[src/rtl/dmem_access_ctrl.sv]
// Data-memory access sequencer for the EX/MEM instruction: launches one bus
// request/ack transaction, stalls the pipeline meanwhile, formats store lanes and load data.
module dmem_access_ctrl #(
   parameter int unsigned TIMEOUT_CYCLES = 255
) (
   input  logic        clk,
   input  logic        reset,
   input  logic        mem_valid,
   input  logic [1:0]  ResultSrc,
   input  logic        MemWrite,
   input  logic [2:0]  funct3,
   input  logic [31:0] ALUResult,
   input  logic [31:0] WriteData,
   output logic        stall_mem,
   output logic [31:0] ReadData,
   output logic        rd_valid,
   output logic        err,
   output logic [1:0]  err_code,
   output logic        bus_req,
   output logic        bus_we,
   output logic [31:0] bus_addr,
   output logic [31:0] bus_wdata,
   output logic [3:0]  bus_wstrb,
   input  logic        bus_ack,
   input  logic [31:0] bus_rdata
);

   localparam int unsigned CW = (TIMEOUT_CYCLES > 1) ? $clog2(TIMEOUT_CYCLES) : 1;
   localparam logic [CW-1:0] CNT_LAST = CW'(TIMEOUT_CYCLES - 1);

   localparam logic [1:0] IDLE = 2'd0;
   localparam logic [1:0] BUSY = 2'd1;
   localparam logic [1:0] RESP = 2'd2;

   logic [1:0]    state_q;
   logic [31:0]   addr_q;
   logic          we_q;
   logic [31:0]   wdata_q;
   logic [3:0]    wstrb_q;
   logic [2:0]    f3_q;
   logic [1:0]    off_q;
   logic [CW-1:0] cnt_q;
   logic [31:0]   rdata_q;
   logic          to_q;

   logic        op;
   logic        f3_legal;
   logic        misal;
   logic        idle_err;
   logic        launch;
   logic        busy;
   logic        resp;
   logic [31:0] st_wdata;
   logic [3:0]  st_wstrb;
   logic [7:0]  ld_byte;
   logic [15:0] ld_half;
   logic [31:0] ld_data;

   assign op = mem_valid & (MemWrite | (ResultSrc == 2'b01));

   always_comb begin
      f3_legal = 1'b0;
      if (MemWrite) begin
         f3_legal = funct3 inside {3'b000, 3'b001, 3'b010};
      end else begin
         f3_legal = funct3 inside {3'b000, 3'b001, 3'b010, 3'b100, 3'b101};
      end
   end

   assign misal = ((funct3[1:0] == 2'b01) & ALUResult[0]) |
                  ((funct3[1:0] == 2'b10) & (|ALUResult[1:0]));

   assign idle_err = (state_q == IDLE) & op & (~f3_legal | misal);
   assign launch   = (state_q == IDLE) & op & f3_legal & ~misal;
   assign busy     = (state_q == BUSY);
   assign resp     = (state_q == RESP);

   always_comb begin
      st_wdata = WriteData;
      st_wstrb = 4'b1111;
      case (funct3[1:0])
         2'b00: begin
            st_wdata = {4{WriteData[7:0]}};
            st_wstrb = 4'b0001 << ALUResult[1:0];
         end
         2'b01: begin
            st_wdata = {2{WriteData[15:0]}};
            st_wstrb = 4'b0011 << ALUResult[1:0];
         end
         default: begin
            st_wdata = WriteData;
            st_wstrb = 4'b1111;
         end
      endcase
   end

   assign ld_byte = bus_rdata[8*off_q +: 8];
   assign ld_half = off_q[1] ? bus_rdata[31:16] : bus_rdata[15:0];

   always_comb begin
      ld_data = bus_rdata;
      case (f3_q)
         3'b000:  ld_data = {{24{ld_byte[7]}}, ld_byte};
         3'b001:  ld_data = {{16{ld_half[15]}}, ld_half};
         3'b100:  ld_data = {24'h0, ld_byte};
         3'b101:  ld_data = {16'h0, ld_half};
         default: ld_data = bus_rdata;
      endcase
   end

   always_ff @(posedge clk) begin
      if (reset) begin
         state_q <= IDLE;
         addr_q  <= 32'h0;
         we_q    <= 1'b0;
         wdata_q <= 32'h0;
         wstrb_q <= 4'h0;
         f3_q    <= 3'h0;
         off_q   <= 2'h0;
         cnt_q   <= '0;
         rdata_q <= 32'h0;
         to_q    <= 1'b0;
      end else begin
         case (state_q)
            IDLE: begin
               if (launch) begin
                  addr_q  <= {ALUResult[31:2], 2'b00};
                  we_q    <= MemWrite;
                  wdata_q <= st_wdata;
                  wstrb_q <= MemWrite ? st_wstrb : 4'h0;
                  f3_q    <= funct3;
                  off_q   <= ALUResult[1:0];
                  cnt_q   <= '0;
                  to_q    <= 1'b0;
                  state_q <= BUSY;
               end else if (idle_err) begin
                  rdata_q <= 32'h0;
               end
            end
            BUSY: begin
               // An ack in the final allowed cycle wins over the timeout.
               if (bus_ack) begin
                  rdata_q <= we_q ? 32'h0 : ld_data;
                  to_q    <= 1'b0;
                  state_q <= RESP;
               end else if (cnt_q == CNT_LAST) begin
                  rdata_q <= 32'h0;
                  to_q    <= 1'b1;
                  state_q <= RESP;
               end else begin
                  cnt_q <= cnt_q + 1'b1;
               end
            end
            RESP: state_q <= IDLE;
            default: state_q <= IDLE;
         endcase
      end
   end

   assign stall_mem = launch | busy;
   assign bus_req   = busy;
   assign bus_we    = busy & we_q;
   assign bus_wstrb = busy ? wstrb_q : 4'h0;
   assign bus_addr  = addr_q;
   assign bus_wdata = wdata_q;

   assign rd_valid = resp & ~we_q & ~to_q;
   assign err      = idle_err | (resp & to_q);
   assign ReadData = idle_err ? 32'h0 : rdata_q;

   always_comb begin
      err_code = 2'b00;
      if (idle_err) begin
         err_code = f3_legal ? 2'b01 : 2'b11;
      end else if (resp & to_q) begin
         err_code = 2'b10;
      end
   end

endmodule

[config.mk]
export PLATFORM = sky130hd
export DESIGN_NAME = dmem_access_ctrl
export DESIGN_NICKNAME = d
export VERILOG_FILES = /design/src/rtl/dmem_access_ctrl.sv
export SDC_FILE = /design/constraint.sdc
export NUM_CORES = 1
export LEC_CHECK = 0
export ABC_CLOCK_PERIOD_IN_PS = 1900
export BUFFER_PORTS_ARGS = -buffer_cell sky130_fd_sc_hd__buf_2
export CORE_MARGIN = 3
export CORE_UTILIZATION = 30
export DETAILED_ROUTE_END_ITERATION = 16
export HOLD_SLACK_MARGIN = 0.03
export PLACE_DENSITY = 0.63
export SYNTH_ARGS = -nofsm -noshare
export SYNTH_HDL_FRONTEND = slang
export SYNTH_SLANG_ARGS = --single-unit
[constraint.sdc]
create_clock -name clk -period 1.9 [get_ports clk]
set_input_delay 0.285 -clock clk [delete_from_list [all_inputs] [get_ports clk]]
set_output_delay 0.285 -clock clk [all_outputs]
set_load 0.05 [all_outputs]
==> flow_metrics.py, run 1 <==
metrics = {
    "grt": {
        "antenna_found_initial": 0,
        "grt.overflow.total": 0,
        "use_met2": 0.289,
        "grt_max_degree": 81,
        "top_usage_layer": "met2",
        "grt_pass1_vias": 5367,
        "use_met1": 0.227,
        "grt_use_met3": 0.0638,
        "grtUsageTotal": 0.180,
        "grt_pass1_wl_um": 28800,
    },
    "routing": {
        "num_vias": 5534,
        "ant_nets": 0,
        "drtIter0Drc": 262,
        "wl_per_cell_um": 15.9,
        "routed_wirelength_um": 18000,
        "drtPass1Iterations": 5,
        "drc_errors": 0,
        "viasPerCell": 4.90,
    },
    "floorplanning": {
        "rows": 48,
        "die_y_um": 141,
        "die-width_um": 141,
        "core_um2": 17600,
        "io_pins": 213,
        "start_util": 0.312,
        "dieArea_um2": 19900,
    },
    "sta": {
        "finalSetupViolations": 35,
        "hold_violations": 0,
        "fin_skew_ns": 0.0108,
        "max_freq_mhz": 484,
        "period_share": 1.09,
        "fin_ws_ns": -0.167,
        "period_minus_slack_ns": 2.07,
        "drv_slew": 0,
        "rsz0062_at_grt": "true",
    },
    "finish": {
        "area_delta_synth_final_pct": 47.7,
        "layout_commonest_cell": "buf_2",
        "drive_gt1_frac": 0.368,
        "design_area_um2": 8100,
        "nNetsFinal": 998,
        "nFillCells": 1774,
        "final_cells": 1130,
        "final_cell_mix": "169 x buf_2, 143 x nand2_1, 113 x dfxtp_1",
    },
    "clock_tree": {
        "cts-root-buf": "clkbuf_16",
        "cts_hold_repair.buffers": 0,
        "worstSkewPairLatency_ns": 0.41,
        "clock-sinks": 115,
        "cts_buffers": 17,
        "cts.path.max_buffers": 2,
        "cts_tree": "built",
        "clkTransAtPathRegs_ns": 0.06,
        "cts_htree_levels": 4,
    },
    "yosys": {
        "synth_cell_types": 52,
        "mappedNetlistArea_um2": 5480,
        "synth_edf_count": 0,
        "ys_seq_area_frac": 0.420,
        "syn-mean-instance-area_um2": 8.27,
        "ys.flop_type": "dfxtp_1",
        "synth.yosys.warnings": 0,
        "synth_cells": 663,
        "async_flop_share": 0,
        "synth-seq-cells": 115,
    },
    "status": {
        "outcome": "finished with violations",
        "violations": "negative setup slack",
    },
    "placed_design": {
        "dpl-instance-area_um2": 6960,
        "placed_cells": 1083,
        "hpwl_um": 12700,
        "place_congestion": 0.805,
        "io_buffer_count": 210,
    },
    "power": {
        "power.density_nw_per_um2": 856,
        "ir_drop_mv": 0.562,
        "p_leak_nw": 3.52,
    },
    "worst_setup_path": {
        "path_class": "flip-flop to output port",
        "cp_data_arrival_time_ns": 1.78,
        "worst_setup_path_start_kind": "flip-flop",
        "crit_end": "ReadData[15]",
        "crit_path_end_kind": "output port",
        "r2r_start": "state_q[1]$_SDFFE_PP0P_",
        "rrSetupSlack_ns": 0.15,
        "worstSetupStartpoint": "state_q[1]$_SDFFE_PP0P_",
        "worstPathRequired_ns": 1.62,
        "critical_path_peak_fanout": 6,
        "rr_worst_depth": 6,
        "r2r_end": "rdata_q[6]$_SDFFE_PP0P_",
    },
    "run": {
        "maxCapViolCount": 0,
    },
    "worst_hold_path": {
        "hp-class": "input port to flip-flop",
    },
}
-- critical path, stage by stage, from the launching register on --
cell	delay, ns
dfxtp_2	0.32
nor3b_2	0.20
o21a_1	0.17
and2_4	0.21
buf_6	0.11
and2b_2	0.21
buf_8	0.15
-- routing by layer --
metal	up-vias	part of all wire	wire (um)
met1	2533	0.43	7730
met3	20	0.093	1670
met5	-	0	0
li1	2760	-	-
met4	0	0.015	262
met2	221	0.46	8330
-- layout make-up --
type | count | area [um2] | area share
repair buffers | 261 | 1840 | 0.227
flip-flops and latches | 115 | 2300 | 0.285
clock buffers | 19 | 443 | 0.0547
clock inverters | 13 | 171 | 0.0212
inverters | 5 | 18.8 | 0.00232
multi-input cells | 490 | 3040 | 0.375
diodes | 2 | 5.00 | 0.000618
well taps | 225 | 282 | 0.0348
-- timing repair --
| item | in CTS | in global routing |
|---|---|---|
| cloned | 2 | 0 |
| setup buffers | 7 | 5 |
| pin swaps | 1 | 2 |
| endpoints found under the setup margin | 41 | 59 |
| resized for setup | 103 | 15 |
-- synth_stat cells (all sizes together) (2+ instances only) --
| master | count | area share |
|---|---|---|
| a311oi | 14 | 0.022 |
| a21o | 8 | 0.011 |
| clkbuf | 29 | 0.020 |
| a31oi | 9 | 0.010 |
| nor3b | 3 | 0.0041 |
| o2bb2ai | 2 | 0.0032 |
| and2 | 8 | 0.0096 |
| ha | 2 | 0.0046 |
| nand2 | 143 | 0.098 |
| xor2 | 4 | 0.0064 |
| inv | 5 | 0.0034 |
| a221o | 6 | 0.011 |
| nor2 | 32 | 0.022 |
| mux2i | 16 | 0.029 |
| a221oi | 4 | 0.016 |
| nand3 | 17 | 0.016 |
| a21oi | 64 | 0.058 |
| and3 | 2 | 0.0023 |
| buf | 26 | 0.035 |
| o211ai | 6 | 0.0082 |
| a211oi | 9 | 0.012 |
| or3 | 3 | 0.0034 |
| nand2b | 22 | 0.026 |
| nand4 | 3 | 0.0034 |
| o21bai | 2 | 0.0027 |
| o21ai | 28 | 0.026 |
| a22o | 16 | 0.026 |
| and2b | 6 | 0.0082 |
| dfxtp | 115 | 0.42 |
| and3b | 8 | 0.013 |
| nor2b | 37 | 0.042 |
-- sequential cells by signal (all words and copies together), names as in the netlist, 2 cells and up --
register   cells
bus_wdata     32
rdata_q       32
bus_addr      30
cnt_q          8
wstrb_q        4
f3_q           3
off_q          2
state_q        2
-- worst min path at each step --
| stage | startpoint | end | slack [ns] | cells after the start |
|---|---|---|---|---|
| 5_1_grt | bus_rdata[5] | rdata_q[5]$_SDFFE_PP0P_ | 0.08 | 2 |
| 3_3_place_gp | rdata_q[13]$_SDFFE_PP0P_ | rdata_q[13]$_SDFFE_PP0P_ | 0.43 | 1 |
| 4_1_cts | bus_rdata[5] | rdata_q[5]$_SDFFE_PP0P_ | 0.07 | 2 |
| 2_1_floorplan | bus_ack | to_q$_SDFFE_PP0P_ | 0.38 | 1 |
| 3_5_place_dp | rdata_q[15]$_SDFFE_PP0P_ | rdata_q[15]$_SDFFE_PP0P_ | 0.44 | 1 |
| 6_report | bus_rdata[5] | rdata_q[5]$_SDFFE_PP0P_ | 0.10 | 2 |
-- where the power goes --
part	internal (W)	switching [W]	leakage (nW)
registers	0.00249	0.0000399	0.933
logic	0.000388	0.000672	2.29
clock network	0.00212	0.00123	0.295
-- cell families (layout without fill, tap and decap cells) --
family / after synthesis / after routing / synth area share
AO/OA/AOI/OAI: 174 / 174 / 0.217
flip-flops: 115 / 115 / 0.420
multiplexers: 18 / 18 / 0.0354
AND/OR/NAND/NOR: 289 / 290 / 0.258
adder cells (fa/ha/maj): 2 / 2 / 0.00456
XOR/XNOR: 4 / 4 / 0.00639
buffers and inverters: 60 / 298 / 0.0586
other: 1 / 4 / 0.000684
-- stage by stage --
stage	util	total power [W]	worst slack, ns	setup TNS (ns)	hold slack [ns]
floorplan	-	0.00320	-0.293	-6.33	0.385
global placement	0.395	0.00354	0.0280	0	0.433
detailed placement	0.395	0.00355	-0.0289	-0.0703	0.440
CTS	0.454	0.00699	-0.203	-4.74	0.0706
global route	0.460	0.00722	-0.291	-8.60	0.0777
finish	0.460	0.00693	-0.167	-4.23	0.101
Power figures use the tool's default switching activity.
==> run 2, diff against run 1 <==
Settings changed: ABC_AREA from default to 1, ABC_CLOCK_PERIOD_IN_PS 1900 to default, PLACE_DENSITY 0.63 to 0.61.
==> run 2 against run 1 <==
- the flow now finishes without violations
- worst hold slack lost 0.0086 ns
- final area grew 7.8%
- non-clock buffer count down 8
- clock skew fell by 0.0026 ns
- die area up 13%
- power up 14%
- combinational power up 91%
- synthesized cell count is 49% higher
- via count up 24%
- worst setup slack better by 0.18 ns
- first-iteration DRC count up 76%
- clock power fell by 4%
- critical endpoint is now ReadData[13]
- highest routed layer is now met5
==> flow_metrics.py, run 2 <==
metrics = {
    "yosys": {
        "synth-seq-cells": 115,
        "ys_seq_area_frac": 0.369,
        "synthMuxAreaShare": 0,
        "yosysTopAreaCellShare": 0.369,
        "syn-mean-instance-area_um2": 6.33,
        "synth_edf_count": 0,
        "synth.yosys.warnings": 0,
        "ys.flop_type": "dfxtp_1",
        "synthSimpleGateAreaFrac": 0.354,
        "synthXorXnorAreaFrac": 0.00561,
        "synth-compound-area-share": 0.148,
        "async_flop_share": 0,
        "mappedNetlistArea_um2": 6240,
        "yosys-top-cells-area": "dfxtp_1 37%, nor2_1 13%, nand2_1 12%, o21ai_0 6.7%, nand3_1 6.7%",
        "synth_adder_area_share": 0.00401,
        "yosysTopAreaCell": "dfxtp_1",
        "synth_most_common_cell": "nor2_1",
        "synth_cells": 985,
        "synth_cell_types": 38,
        "synth_top_family_by_area": "simple AND/OR/NAND/NOR gates",
        "synth_commonest_cells": "221 x nor2_1, 194 x nand2_1, 115 x dfxtp_1, 95 x inv_1, 84 x o21ai_0",
    },
    "floorplanning": {
        "rows": 52,
        "dieArea_um2": 22600,
        "die_y_um": 150,
        "core_um2": 20400,
        "io_pins": 213,
        "die-width_um": 150,
        "start_util": 0.306,
    },
    "worst_setup_path": {
        "r2r_start": "cnt_q[0]$_SDFFE_PP0P_",
        "worstSetupStartpoint": "state_q[0]$_SDFFE_PP0P_",
        "path_class": "flip-flop to output port",
        "cp_data_arrival_time_ns": 1.61,
        "critical_path_peak_fanout": 9,
        "worst_setup_path_start_kind": "flip-flop",
        "crit_path_end_kind": "output port",
        "worstPathRequired_ns": 1.62,
    },
    "sta": {
        "period_minus_slack_ns": 1.89,
        "fin_ws_ns": 0.00850,
        "hold_violations": 0,
        "slew_headroom": 0.673,
        "rsz0062_at_grt": "true",
        "max_freq_mhz": 529,
        "finalSetupViolations": 0,
        "period_share": 0.996,
        "tns_ns": 0,
        "drv_slew": 0,
        "whs_ns": 0.0922,
        "tightestPinTransition_ns": 0.486,
        "fin_skew_ns": 0.00823,
    },
    "clock_tree": {
        "cts-root-buf": "clkbuf_16",
        "cts_hold_repair.buffers": 0,
        "worstSkewPairLatency_ns": 0.41,
        "cts.path.max_buffers": 2,
        "clock-sinks": 115,
        "cts_htree_levels": 4,
        "clkTransAtPathRegs_ns": 0.06,
        "cts_tree": "built",
        "cts_buffers": 17,
    },
    "finish": {
        "layout_commonest_cell": "nand2_1",
        "drive_gt1_frac": 0.295,
        "final_cell_mix": "192 x nand2_1, 189 x nor2_1, 170 x buf_2",
        "nNetsFinal": 1301,
        "design_area_um2": 8730,
        "area_delta_synth_final_pct": 40.0,
        "n_antenna_cell": 0,
    },
    "power": {
        "p_total_w": 0.00790,
        "p_leak_nw": 4.44,
        "ir_drop_mv": 0.652,
        "power.density_nw_per_um2": 905,
    },
    "grt": {
        "grt.overflow.total": 0,
        "grt_pass1_vias": 6402,
        "antenna_found_initial": 1,
        "grtUsageTotal": 0.183,
        "grt_max_degree": 83,
        "grt_pass1_wl_um": 33200,
    },
    "placed_design": {
        "place_congestion": 0.842,
        "dp_worst_setup_slack_ns": 0.0685,
        "hpwl_um": 14900,
        "dpl-instance-area_um2": 7650,
        "io_buffer_count": 210,
    },
    "worst_hold_path": {
        "hp-class": "input port to flip-flop",
        "holdCritStartpoint": "ALUResult[4]",
    },
    "status": {
        "outcome": "finished, final reports clean",
    },
    "routing": {
        "drtIter0Drc": 461,
        "drtPass1Iterations": 5,
        "drc_errors": 0,
        "routed_wirelength_um": 21000,
        "wl_per_cell_um": 14.2,
        "ant_nets": 0,
        "num_vias": 6864,
        "viasPerCell": 4.65,
    },
    "run": {
        "maxCapViolCount": 0,
    },
}
-- run 2: cell families after synthesis --
group / Yosys count
compound gates: 172
xor+xnor: 4
fa+ha+maj: 2
buf+inv: 167
flops: 115
other cells: 1
simple gates: 524
-- run 2: power by group --
group / internal (W) / leakage, nW / total (W) / switching (W)
clock: 0.00192 / 0.295 / 0.00322 / 0.00130
sequential: 0.00258 / 0.940 / 0.00267 / 0.0000890
combinational: 0.000655 / 3.20 / 0.00202 / 0.00136
-- run 2: final timing paths --
path | endpoint | slack, ns | depth (start not counted)
max reg2reg | rdata_q[9]$_SDFFE_PP0P_ | 0.27 | 12
min reg2reg | wstrb_q[3]$_SDFFE_PP0P_ | 0.48 | 2
max | ReadData[13] | 0.008 | 8
min | bus_addr[4]$_SDFFE_PP0P_ | 0.09 | 3
-- run 2: layout make-up --
| cell class | instances | area, um2 |
|---|---|---|
| Tap cell | 270 | 338 |
| Multi-Input combinational cell | 704 | 3340 |
| Clock inverter | 13 | 139 |
| Sequential cell | 115 | 2300 |
| Fill cell | 2110 | 11600 |
| Timing Repair Buffer | 253 | 1760 |
| Clock buffer | 19 | 453 |
| Inverter | 102 | 398 |
-- run 2: what timing repair did --
| action | 4_1_cts | 5_1_grt |
|---|---|---|
| cloned | 2 | 0 |
| resized for setup | 84 | 56 |
| buffers inserted | 2 | 2 |
| setup endpoints to repair | 37 | 37 |
| pin swaps | 2 | 2 |
-- run 2: critical path, stage by stage (launching register included) --
cell      delay (ns)
dfxtp_2         0.34
inv_2           0.05
nand3_4         0.08
nor2_4          0.06
nand2_4         0.12
clkinv_8        0.10
buf_12          0.16
nor2_2          0.11
buf_6           0.17
-- run 2: layer usage --
metal	track usage	wire, um	up-vias	part of all wire
li1	-	-	3536	-
met1	0.242	9240	3063	0.44
met2	0.291	9530	251	0.45
met3	0.0683	2000	12	0.095
met4	0.0348	163	2	0.0078
met5	0	20	-	0.00095
-- run 2: stage by stage --
stage           util  cells
4_1_cts        0.420   1474
3_5_place_dp   0.376   1438
6_report       0.429   1476
5_1_grt        0.429   1476
2_1_floorplan      -    986
3_3_place_gp   0.376   1438
